--- src/rtl/riscv_pkg.sv ---
// riscv_pkg: shared core constants and the opaque decoded micro-op type.
package riscv_pkg;
  localparam int REGISTER_INDEX_WIDTH = 5;
  localparam int REGISTER_COUNT = 32;
  localparam logic [REGISTER_INDEX_WIDTH-1:0] X0 = '0;
  localparam int UOP_WIDTH = 16;
  typedef logic [UOP_WIDTH-1:0] uop_t;
endpackage

--- src/rtl/operand_bypass.sv ---
// operand_bypass: per-source operand select of x0 zero, writeback forward, or regfile data.
module operand_bypass
  import riscv_pkg::*;
#(
  parameter int XLEN = 32
) (
  input  logic [REGISTER_INDEX_WIDTH-1:0] i_rs,
  input  logic [XLEN-1:0]                 i_rf_data,
  input  logic                            i_wb_wen,
  input  logic [REGISTER_INDEX_WIDTH-1:0] i_wb_rd,
  input  logic [XLEN-1:0]                 i_wb_wdata,
  output logic [XLEN-1:0]                 o_data
);
  assign o_data = (i_rs == X0) ? '0 : (i_wb_wen && i_wb_rd == i_rs) ? i_wb_wdata : i_rf_data;
endmodule

--- src/rtl/operand_fetch.sv ---
// operand_fetch: regfile read, writeback forwarding and a one-slot valid/ready stage to execute.
// OPERAND_FETCH_BYPASS_EN enables capture-time forwarding; otherwise a writeback hazard stalls one cycle.
module operand_fetch
  import riscv_pkg::*;
#(
  parameter int XLEN = 32
) (
  input  logic                            clk,
  input  logic                            rst,
  input  logic                            flush,
  input  logic                            in_valid,
  output logic                            in_ready,
  input  logic [REGISTER_INDEX_WIDTH-1:0] in_rs1,
  input  logic [REGISTER_INDEX_WIDTH-1:0] in_rs2,
  input  logic [REGISTER_INDEX_WIDTH-1:0] in_rd,
  input  uop_t                            in_uop,
  output logic [REGISTER_INDEX_WIDTH-1:0] rf_rs1_addr,
  output logic [REGISTER_INDEX_WIDTH-1:0] rf_rs2_addr,
  input  logic [XLEN-1:0]                 rf_rs1_data,
  input  logic [XLEN-1:0]                 rf_rs2_data,
  input  logic                            wb_wen,
  input  logic [REGISTER_INDEX_WIDTH-1:0] wb_rd,
  input  logic [XLEN-1:0]                 wb_wdata,
  output logic                            out_valid,
  input  logic                            out_ready,
  output logic [XLEN-1:0]                 out_rs1_data,
  output logic [XLEN-1:0]                 out_rs2_data,
  output logic [REGISTER_INDEX_WIDTH-1:0] out_rd,
  output uop_t                            out_uop
);
  logic                            r_valid;
  logic [XLEN-1:0]                 r_rs1_data, r_rs2_data;
  logic [REGISTER_INDEX_WIDTH-1:0] r_rs1, r_rs2, r_rd;
  uop_t                            r_uop;
  logic                            w_fwd_en, w_stall, w_cap, w_snoop;
  logic [XLEN-1:0]                 w_rs1_data, w_rs2_data;
`ifdef OPERAND_FETCH_BYPASS_EN
  assign w_fwd_en = wb_wen;
  assign w_stall  = 1'b0;
`else
  // Regfile has the new value one cycle later, so wait instead of forwarding.
  assign w_fwd_en = 1'b0;
  assign w_stall  = wb_wen && wb_rd != X0 && (wb_rd == in_rs1 || wb_rd == in_rs2);
`endif
  assign rf_rs1_addr  = in_rs1;
  assign rf_rs2_addr  = in_rs2;
  assign in_ready     = (!r_valid || out_ready) && !w_stall;
  assign w_cap        = in_valid && in_ready && !flush;
  assign w_snoop      = r_valid && !out_ready && wb_wen && wb_rd != X0;
  assign out_valid    = r_valid;
  assign out_rs1_data = r_rs1_data;
  assign out_rs2_data = r_rs2_data;
  assign out_rd       = r_rd;
  assign out_uop      = r_uop;
  operand_bypass #(.XLEN(XLEN)) u_byp1 (
    .i_rs(in_rs1), .i_rf_data(rf_rs1_data), .i_wb_wen(w_fwd_en),
    .i_wb_rd(wb_rd), .i_wb_wdata(wb_wdata), .o_data(w_rs1_data)
  );
  operand_bypass #(.XLEN(XLEN)) u_byp2 (
    .i_rs(in_rs2), .i_rf_data(rf_rs2_data), .i_wb_wen(w_fwd_en),
    .i_wb_rd(wb_rd), .i_wb_wdata(wb_wdata), .o_data(w_rs2_data)
  );
  always_ff @(posedge clk or posedge rst) begin
    if (rst) begin
      r_valid    <= 1'b0;
      r_rs1_data <= '0;
      r_rs2_data <= '0;
      r_rs1      <= '0;
      r_rs2      <= '0;
      r_rd       <= '0;
      r_uop      <= '0;
    end else if (flush) begin
      r_valid <= 1'b0;
    end else if (w_cap) begin
      r_valid    <= 1'b1;
      r_rs1_data <= w_rs1_data;
      r_rs2_data <= w_rs2_data;
      r_rs1      <= in_rs1;
      r_rs2      <= in_rs2;
      r_rd       <= in_rd;
      r_uop      <= in_uop;
    end else begin
      if (out_ready) r_valid <= 1'b0;
      // Held operands track later writebacks so a long stall never hands out stale data.
      if (w_snoop && wb_rd == r_rs1) r_rs1_data <= wb_wdata;
      if (w_snoop && wb_rd == r_rs2) r_rs2_data <= wb_wdata;
    end
  end
endmodule

--- config.mk ---
export PLATFORM = sky130hd
export DESIGN_NAME = operand_fetch
export DESIGN_NICKNAME = d
export VERILOG_FILES = /design/src/rtl/riscv_pkg.sv /design/src/rtl/operand_bypass.sv /design/src/rtl/operand_fetch.sv
export SDC_FILE = /design/constraint.sdc
export NUM_CORES = 1
export LEC_CHECK = 0
export BUFFER_PORTS_ARGS = -buffer_cell sky130_fd_sc_hd__buf_4
export CORE_MARGIN = 5
export CORE_UTILIZATION = 47
export DETAILED_ROUTE_END_ITERATION = 6
export PLACE_DENSITY_LB_ADDON = 0.25
export SKIP_CTS_REPAIR_TIMING = 1
export SYNTH_ARGS = -nofsm -noshare
export SYNTH_HDL_FRONTEND = slang
export SYNTH_SLANG_ARGS = --single-unit
--- constraint.sdc ---
create_clock -name clk -period 3.2 [get_ports clk]
set_input_delay 0.32 -clock clk [delete_from_list [all_inputs] [get_ports clk]]
set_output_delay 0.32 -clock clk [all_outputs]
set_load 0.1 [all_outputs]
==> run summary, run 1 <==
- 4114 — number of global-route vias before repair
- 0 — Antenna Diode Count
- sky130_fd_sc_hd__dfrtp_1 49%, sky130_fd_sc_hd__mux2i_1 26%, sky130_fd_sc_hd__nand2_1 5.1% — ranking of synthesized cells by area
- 762 — number of standard cells in the final layout excluding fillers
- 733 nW/um^2 — total power density per cell area
- 2400 um^2 — Seq. cell area
- 0 ns — setup tns final
- sky130_fd_sc_hd__dfrtp_1 — top_reg_cell synth
- 112 um — chip width
- 541 — net count after synthesis
- 96 — sinks on the clock net
- 12500 um^2 — Die Footprint
- sky130_fd_sc_hd__mux2i_1 — dominant cell by count in the synthesized netlist
- 49.3% — sequential share of the synthesized area
- 45.2% — proportion of layout cells with a drive suffix above 1
- 0 — final number of setup-violating endpoints
- 2.31 ns — critical path data arrival time
- 0 — initial antenna violation count
- 6900 um^2 — final non-filler cell area
- 0 — global-route congestion overflow total
- 56.9% — worst slew margin relative to its limit
- 0.512 mV — Max rail drop VDD
- 0.09 ns — clk slew on worst S/H paths
- 23 — synth unique cells
- 64.9% — ratio of final minimum period to clock period
- 0 — Max Cap Violations
- 6690 um^2 — area after detailed placement
- register — type of element launching the critical path
- 4 — drt pass-1 iters
- 0 — final-report max-slew violation count
- 235 — Ports
- 482 MHz — maximum frequency from static timing analysis
- 10200 um^2 — core region area
- 0 — Synthesis Warnings
- 403 — gate count after technology mapping
- register — critical path capture point type
- 3 — Max H-tree Level
- 759 — fin nets
- 128 x sky130_fd_sc_hd__mux2i_1, 96 x sky130_fd_sc_hd__dfrtp_1, 66 x sky130_fd_sc_hd__nand2_1, 17 x sky130_fd_sc_hd__mux2_2 — leading cell types by count after synthesis
- 2 — maximum number of buffers from clock root to sink
- sky130_fd_sc_hd__clkbuf_8 — CTS root buffer
- 0.35 ns — clock insertion delay at the later pin of the skew report
- 21500 um — first-pass GRT wire length
- 0.645 ns — transition at the pin with the smallest max-transition slack
- 112 um — Die H
- 19 — maximum net fanout on the critical path
- 153 — detailed router's first-iteration violation count
- 0.0132 ns — final setup skew
- 2230 um^2 — multi-input logic area
- 9 — number of buffers created by CTS
- 0.00357 uW — P_leak
- 21.3% — Overall Global Routing Usage
- sky130_fd_sc_hd__dfrtp_1 — cell taking the most area after synthesis
- 5060 uW — PnR Total Power
- 37 — Cell Rows
- 0 — number of routed nets with antenna violations
- 17.8 um — routed len/inst
- 4880 um^2 — Mapped Area
- 0 — Hold Vio Cnt, Final
- 799 — Filler cells
- 55 — largest net degree at the start of global routing
- 12.1 um^2 — post-synthesis average cell area
- 47.7% — initial cell density of the core
- 234 — quantity of I/O buffers inserted on ports
- 4.97 — ratio of routed vias to standard cells
- 10400 um — DPL Wire Length
- 13600 um — total routed wirelength
- 0 — drc violations
- 96 — flip-flop and latch count after synthesis
- input port to asynchronous set/reset pin — Min-Delay Path Class
- 49.3% — top-area cell type share of the netlist area
- completed — run status
- 3.43 ns — required time worst endpoint
- register to register — worst setup path class
- 100% — Async SR Flop Fraction
- 0.875 — RD Place Congestion
- 0 — number of enable-type register cells in the synthesized netlist
- false — RSZ-0062 raised after global routing
- 2.08 ns — post-layout min period
- 41.4% — growth of design area from synthesis to finish
- 746 — number of instances in the placed design
- 3784 — total via count in the routed design
- yes — TritonCTS clock tree
## cell usage in the layout, fill, tap and decap left out
| cell | n |
|---|---|
| sky130_fd_sc_hd__nor4_4 | 2 |
| sky130_fd_sc_hd__xor2_1 | 14 |
| sky130_fd_sc_hd__nor3_1 | 4 |
| sky130_fd_sc_hd__bufinv_16 | 1 |
| sky130_fd_sc_hd__nand3_1 | 2 |
| sky130_fd_sc_hd__a21oi_1 | 1 |
| sky130_fd_sc_hd__clkbuf_8 | 11 |
| sky130_fd_sc_hd__o2111ai_4 | 1 |
| sky130_fd_sc_hd__clkbuf_1 | 1 |
| sky130_fd_sc_hd__nor2b_1 | 1 |
| sky130_fd_sc_hd__buf_4 | 241 |
| sky130_fd_sc_hd__xnor2_1 | 6 |
| sky130_fd_sc_hd__mux2_1 | 14 |
| sky130_fd_sc_hd__inv_1 | 2 |
| sky130_fd_sc_hd__dfrtp_1 | 96 |
| sky130_fd_sc_hd__mux2i_1 | 128 |
| sky130_fd_sc_hd__o2111ai_2 | 1 |
| sky130_fd_sc_hd__a22oi_1 | 1 |
| sky130_fd_sc_hd__nand2_1 | 66 |
| sky130_fd_sc_hd__clkinvlp_4 | 3 |
| sky130_fd_sc_hd__inv_4 | 1 |
| sky130_fd_sc_hd__buf_12 | 3 |
| sky130_fd_sc_hd__mux2_2 | 17 |
| sky130_fd_sc_hd__or4_4 | 1 |
| sky130_fd_sc_hd__o21ai_2 | 1 |
| sky130_fd_sc_hd__nor2_1 | 6 |
| sky130_fd_sc_hd__o21ai_0 | 1 |
## routing by layer
metal | global-route usage, % | routed length, um | vias up
met1 | 25.5 | 5360 | 1826
met2 | 35.9 | 6720 | 152
met5 | 0 | 0 | -
met4 | 4.95 | 114 | 0
li1 | - | - | 1796
met3 | 8.59 | 1360 | 10
## report_power, final
part | leakage (uW) | internal [uW] | switching, uW
clock network | 0.0000948 | 405 | 416
registers | 0.00113 | 1450 | 141
logic | 0.00234 | 613 | 2030
total | 0.00357 | 2470 | 2590
## final timing paths
check / slack [ns] / endpoint / depth (start not counted) / startpoint
worst min-delay path: 0.02 / out_uop[8] / 2 / rst
worst max-delay path: 1.12 / out_rs2_data[18] / 6 / out_valid
worst min register to register: 0.50 / out_uop[1] / 1 / out_uop[1]
min in group clk: 0.13 / out_valid / 2 / flush
worst max register to register: 1.12 / out_rs2_data[18] / 6 / out_valid
max in group asynchronous: 2.48 / out_rs1_data[20] / 3 / rst
## sequential cells by signal (all words and copies together) (netlist names)
| signal | cells |
|---|---|
| r_rs2 | 5 |
| out_uop | 16 |
| out_rs1_data | 32 |
| out_rs2_data | 32 |
| out_rd | 5 |
| r_rs1 | 5 |
| out_valid | 1 |
## metrics by stage
stage                     hold WS [ns]  setup WS [ns]  utilization, %
after floorplan                  0.383          0.375               -
after global placement           0.429          0.944            65.4
after detailed placement         0.434          0.855            65.4
after CTS                       0.0412           1.11            67.4
after global routing            0.0737          0.971            67.4
final                           0.0245           1.12            67.4
## area by class of cell
cell class | instances | area share [%]
clock buffers | 12 | 2.25
clock inverters | 4 | 0.762
inverters | 3 | 0.200
multi-input cells | 267 | 32.4
flip-flops and latches | 96 | 34.8
well taps | 136 | 2.47
repair buffers | 244 | 27.1
## critical path: stages (launching register included)
cell                        delay [ns]
sky130_fd_sc_hd__dfrtp_1          0.36
sky130_fd_sc_hd__nor2b_1          0.26
sky130_fd_sc_hd__o2111ai_2        0.26
sky130_fd_sc_hd__nor4_4           0.36
sky130_fd_sc_hd__buf_4            0.39
sky130_fd_sc_hd__mux2i_1          0.24
sky130_fd_sc_hd__mux2i_1          0.10
## logic make-up (layout without fill, tap and decap cells)
family	Yosys count	in the layout	synth area share, %
xor gates and xnor gates	20	20	3.59
and+or+nand+nor	82	82	7.39
DFF	96	96	49.3
buffers and inverters	40	263	5.18
AOI/OAI and AO/OA	6	6	1.15
muxes	159	159	33.4
No activity file was read; power rests on OpenSTA's default activity.
==> run 2: changes to the inputs <==
- clock period: 3.2 -> 2.01 ns (I/O delays scaled with it)
==> run 2 against run 1 <==
Compared with the run above:
- global-route usage grew 1.1 points
- utilization grew 2.6 points
- clock power grew 68%
- highest routed layer unchanged
- sequential cell count is the same
- fmax grew 9.5%
- critical path type unchanged
- setup slack lost 1.0 ns
- critical endpoint is now out_rs1_data[18]
- hold slack gained 0.0014 ns
==> run summary, run 2 (synthesized netlist as in run 1, its figures left out) <==
- completed — run status
- input port to asynchronous set/reset pin — Min-Delay Path Class
- -0.0720 ns — worst slack at placement, -0.927 ns
- 0.654 ns — transition at the pin with the smallest max-transition slack, +0.00913 ns
- 8160 uW — PnR Total Power, +61%
- 0 — number of routed nets with antenna violations, unchanged
- 0 — drc violations, unchanged
- 234 — quantity of I/O buffers inserted on ports, unchanged
- 15 — maximum net fanout on the critical path, -4
- sky130_fd_sc_hd__clkbuf_8 — CTS root buffer
- 0.844 — RD Place Congestion, -3.5%
- 250 x sky130_fd_sc_hd__buf_4, 126 x sky130_fd_sc_hd__mux2i_1, 95 x sky130_fd_sc_hd__dfrtp_1, 66 x sky130_fd_sc_hd__nand2_1, 17 x sky130_fd_sc_hd__mux2_2 — most used cells in the layout excluding fill and tap cells
- 3943 — total via count in the routed design, +4.2%
- 228 — detailed router's first-iteration violation count, +49%
- 0.00370 uW — P_leak, +3.7%
- 527 MHz — maximum frequency from static timing analysis, +9.5%
- 777 — fin nets, +2.4%
- 13900 um — total routed wirelength, +2.9%
- 0.09 ns — clk slew on worst S/H paths, about the same
- 0 — Antenna Diode Count, unchanged
- 94.3% — ratio of final minimum period to clock period, +29 points
- 51 — largest net degree at the start of global routing, -7.3%
- 1140 nW/um^2 — total power density per cell area, +55%
- register — type of element launching the critical path
- 112 um — Die H, unchanged
- 0 — global-route congestion overflow total, unchanged
- 0 — Max Cap Violations, unchanged
- 47.7% — initial cell density of the core, unchanged
- 17.9 um — routed len/inst, +0.48%
- 0.36 ns — slowest cell delay on critical path, -0.03 ns
- sky130_fd_sc_hd__mux2i_1 — critical path's most frequent cell
- 763 — Filler cells, -4.5%
- 9 — number of buffers created by CTS, unchanged
- nor2b_4 -> o2111ai_4 -> buf_4 -> nor4_4 -> buf_6 -> buf_12 -> mux2i_1 -> mux2i_1 — cell chain of the critical path
- 1.90 ns — post-layout min period, -0.180 ns
- 0 — final number of setup-violating endpoints, unchanged
- 0 — initial antenna violation count, unchanged
- 37 — Cell Rows, unchanged
- 0.36 ns — clock insertion delay at the later pin of the skew report, about the same
- 8 — worst-case reg-to-reg path depth, +2
- 5.06 — ratio of routed vias to standard cells, +1.8%
- 0.0107 ns — final setup skew, -0.00252 ns
- 2.25 ns — required time worst endpoint, -1.18 ns
- 96 — sinks on the clock net, unchanged
- 0.802 mV — Max rail drop VDD, +57%
- 780 — number of standard cells in the final layout excluding fillers, +2.4%
- 56.4% — worst slew margin relative to its limit, -0.50 points
- 46.9% — growth of design area from synthesis to finish
- 0.114 ns — final setup margin, -1.01 ns
- 3 — Max H-tree Level, unchanged
- 12500 um^2 — Die Footprint, unchanged
- sky130_fd_sc_hd__dfrtp_2 — Crit-path slowest cell
- 0 — final-report max-slew violation count, unchanged
- 0.0259 ns — final hold slack, +0.00145 ns
- true — RSZ-0062 raised after global routing
- 112 um — chip width, unchanged
- 2 — maximum number of buffers from clock root to sink, unchanged
- 22.4% — Overall Global Routing Usage, +1.1 points
- 757 — number of instances in the placed design, +1.5%
- 0 — Hold Vio Cnt, Final, unchanged
- 10200 um^2 — core region area, unchanged
- 2.14 ns — critical path data arrival time, -0.17 ns
- 10500 um — DPL Wire Length, +1.4%
- yes — TritonCTS clock tree
- sky130_fd_sc_hd__buf_4 — commonest non-fill, non-tap cell in the layout
- 22400 um — first-pass GRT wire length, +4.5%
- 4266 — number of global-route vias before repair, +3.7%
- 235 — Ports, unchanged
- register — critical path capture point type
- register to register — worst setup path class
- 47.2% — proportion of layout cells with a drive suffix above 1, +2.0 points
- 6 — drt pass-1 iters, +2
run 2: layout make-up:
| cell class | instances | area, um^2 | area share (%) |
|---|---|---|---|
| multi-input cells | 267 | 2260 | 31.5 |
| flip-flops and latches | 96 | 2400 | 33.6 |
| well taps | 136 | 170 | 2.38 |
| clock buffers | 10 | 128 | 1.78 |
| inverters | 3 | 15.0 | 0.210 |
| repair buffers | 262 | 2100 | 29.4 |
| clock inverters | 6 | 83.8 | 1.17 |
run 2: critical path: cells and delay by family (launching register included):
family	cells	cell delay, ns
mux	2	0.30
flops	1	0.36
simple gates	2	0.45
compound gates	1	0.14
buf+inv	3	0.52
run 2: final timing paths:
kind	start	to	slack, ns
worst max-delay path	out_valid	out_rs1_data[18]	0.11
worst min-delay path	rst	out_rs2_data[28]	0.03
worst max register to register	out_valid	out_rs1_data[18]	0.11
worst min register to register	out_uop[15]	out_uop[15]	0.50
max in group asynchronous	rst	out_rs2_data[13]	1.53
min in group clk	in_uop[0]	out_uop[0]	0.05
run 2: layer usage:
metal  global-route usage [%]  routed length [um]  share of wire (%)  vias up
li1                         -                   -                  -     1844
met1                     27.9                5500                 39     1911
met2                     38.0                6940                 50      164
met3                     6.03                1170                8.4       24
met4                     7.06                 336                2.4        0
met5                        0                   0                  0        -
run 2: through the flow:
step,util (%),TNS [ns],instance area (um^2)
2_1_floorplan,-,-3.97,4920
3_3_place_gp,67.0,-0.274,6860
3_5_place_dp,67.0,-1.25,6860
4_1_cts,69.1,-0.649,7070
5_1_grt,70.0,-0.00293,7160
6_report,70.0,0,7160
run 2: power breakdown:
group | internal, uW | switching (uW) | total, uW
logic | 1000 | 3240 | 4240
clock network | 698 | 682 | 1380
registers | 2310 | 232 | 2540
==> run 3: changes to the inputs <==
- clock period: 2.01 -> 1.95 ns (I/O delays scaled with it)
==> run 3 against run 2 <==
Compared with the run above:
- via count fell by 0.41%
- critical path depth shrank 1
- hold slack worse by 0.0038 ns
- non-clock buffer count rose by 7
- clock-buffer cell count is 2 higher
- die area stayed put
- combinational power rose by 3%
- clock skew increased by 0.0015 ns
- sequential cell count is the same
- global-route usage decreased by 0.85 points
- critical endpoint is now in_ready
- cell count is 0.90% higher
- critical path type is now input port to output pin
==> run summary, run 3 (synthesized netlist as in run 1, its figures left out) <==
- 0 — Antenna Diode Count, unchanged
- 259 x sky130_fd_sc_hd__buf_4, 125 x sky130_fd_sc_hd__mux2i_1, 95 x sky130_fd_sc_hd__dfrtp_1, 66 x sky130_fd_sc_hd__nand2_1, 17 x sky130_fd_sc_hd__mux2_2 — most used cells in the layout excluding fill and tap cells
- 52.6% — Gate power share, +0.6 points
- 14000 um — total routed wirelength, +0.24%
- 0 — final number of setup-violating endpoints, unchanged
- 59.1% — worst slew margin relative to its limit, +2.7 points
- 1.75 ns — required time worst endpoint, -0.50 ns
- 0.13 ns — setup slack, reg-to-reg, +0.02 ns
- 10200 um^2 — core region area, unchanged
- 16.1% — share of total power in the clock network, -0.8 points
- 0 — final-report max-slew violation count, unchanged
- 0 — Hold Vio Cnt, Final, unchanged
- 0.613 ns — transition at the pin with the smallest max-transition slack, -0.0411 ns
- 4 — maximum net fanout on the critical path, -11
- 0 ns — setup tns final, unchanged
- 48.1% — proportion of layout cells with a drive suffix above 1, +0.87 points
- 0 — initial antenna violation count, unchanged
- 0.00372 uW — P_leak, +0.55%
- 10600 um — DPL Wire Length, +0.47%
- 21800 um — first-pass GRT wire length, -2.8%
- 51.0% — switching part of the total, +0.12 points
- 9 — number of buffers created by CTS, unchanged
- in_ready — crit path capture
- 21.6% — Overall Global Routing Usage, -0.85 points
- 50 — largest net degree at the start of global routing, -2.0%
- 0 — number of routed nets with antenna violations, unchanged
- 31.3% — sequential share of power, +0.2 points
- sky130_fd_sc_hd__buf_4 — commonest non-fill, non-tap cell in the layout
- 4 — drt pass-1 iters, -2
- 47.7% — initial cell density of the core, unchanged
- input port — type of element launching the critical path
- 0.0769 ns — final setup margin, -0.0368 ns
- input port to output pin — worst setup path class
- 112 um — Die H, unchanged
- input port to asynchronous set/reset pin — Min-Delay Path Class
- 3927 — total via count in the routed design, -0.41%
- 96.1% — ratio of final minimum period to clock period
- 234 — quantity of I/O buffers inserted on ports, unchanged
- 0 — drc violations, unchanged
- 47.6% — growth of design area from synthesis to finish
- wb_rd[0] — Crit. Startpoint
- 1.68 ns — critical path data arrival time, -0.46 ns
- 12500 um^2 — Die Footprint, unchanged
- 1160 nW/um^2 — total power density per cell area, +1.6%
- yes — TritonCTS clock tree
- output pin — critical path capture point type
- 7 — worst-case reg-to-reg path depth, -1
- -0.0335 ns — worst slack at placement, +0.0385 ns
- 17.8 um — routed len/inst, -0.65%
- 0.35 ns — clock insertion delay at the later pin of the skew report, about the same
- 0.879 — RD Place Congestion, +4.1%
- 96 — sinks on the clock net, unchanged
- 2 — maximum number of buffers from clock root to sink, unchanged
- 4090 uW — internal portion of total power, +1.9%
- 4.99 — ratio of routed vias to standard cells, -1.3%
- 784 — fin nets, +0.90%
- true — RSZ-0062 raised after global routing
- 0.0122 ns — final setup skew, +0.00154 ns
- 0.758 mV — Max rail drop VDD, -5.5%
- sky130_fd_sc_hd__clkbuf_8 — CTS root buffer
- 1.87 ns — post-layout min period
- 6870 um^2 — area after detailed placement, +0.26%
- 0 — Max Cap Violations, unchanged
- 0 — global-route congestion overflow total, unchanged
- 37 — Cell Rows, unchanged
- 235 — Ports, unchanged
- 534 MHz — maximum frequency from static timing analysis
- 3 — Max H-tree Level, unchanged
- completed — run status
- 4250 uW — total net switching power, +2.4%
- 152 — detailed router's first-iteration violation count, -33%
- 7200 um^2 — final non-filler cell area, +0.49%
- 4237 — number of global-route vias before repair, -0.68%
- 0.09 ns — clk slew on worst S/H paths, about the same
- 112 um — chip width, unchanged
- out_rs1_data[28] — Critical R2R Capture
- out_valid — launching point of the worst reg2reg path
==> run 3: worst max-delay path, stage by stage <==
cell                      delay (ns)
sky130_fd_sc_hd__buf_4          0.13
sky130_fd_sc_hd__or4_4          0.56
sky130_fd_sc_hd__o21ai_2        0.20
sky130_fd_sc_hd__buf_4          0.14
sky130_fd_sc_hd__nor2_1         0.04
sky130_fd_sc_hd__nor2_2         0.12
sky130_fd_sc_hd__buf_4          0.29
==> run 3: how the worst min path moves through the flow <==
| stage | end | slack [ns] | cells past startpoint |
|---|---|---|---|
| after global routing | out_uop[2] | 0.04 | 2 |
| after global placement | out_valid | 0.36 | 2 |
| after detailed placement | out_valid | 0.36 | 2 |
| after CTS | out_valid | -0.04 | 2 |
| final | out_rs1_data[27] | 0.02 | 3 |
| after floorplan | out_valid | 0.25 | 1 |
==> run 3: power groups by stage <==
stage	clock [uW]	combinational, uW	sequential (uW)
final	1340	4380	2610
after global routing	1480	4530	2660
after CTS	1390	4400	2610
after detailed placement	0	4400	2640
after global placement	0	4350	2630
after floorplan	0	744	5200
==> run 3: routing by layer <==
metal	part of all wire, %	up-vias	GRT usage, %
met5	0	-	0
met4	1.9	0	6.97
met3	9.7	18	6.85
met2	48	172	36.4
met1	40	1874	26.2
li1	-	1863	-
==> run 3: layout make-up <==
cell class	count	area (um^2)
clock buffer	12	155
clock inverter	4	52.6
fill	763	3030
inverter	3	15.0
multi-input combinational	267	2270
sequential	96	2400
tap	136	170
timing repair buffer	269	2140
==> run 3: per-stage QoR <==
| stage | power [uW] | cells | hold WS (ns) | utilization, % |
|---|---|---|---|---|
| floorplan | 5950 | 403 | 0.254 | - |
| detailed placement | 7040 | 764 | 0.358 | 67.2 |
| CTS | 8390 | 780 | -0.0390 | 69.2 |
| global route | 8670 | 787 | 0.0391 | 70.4 |
| finish | 8340 | 787 | 0.0221 | 70.4 |
| global placement | 6980 | 764 | 0.355 | 67.2 |
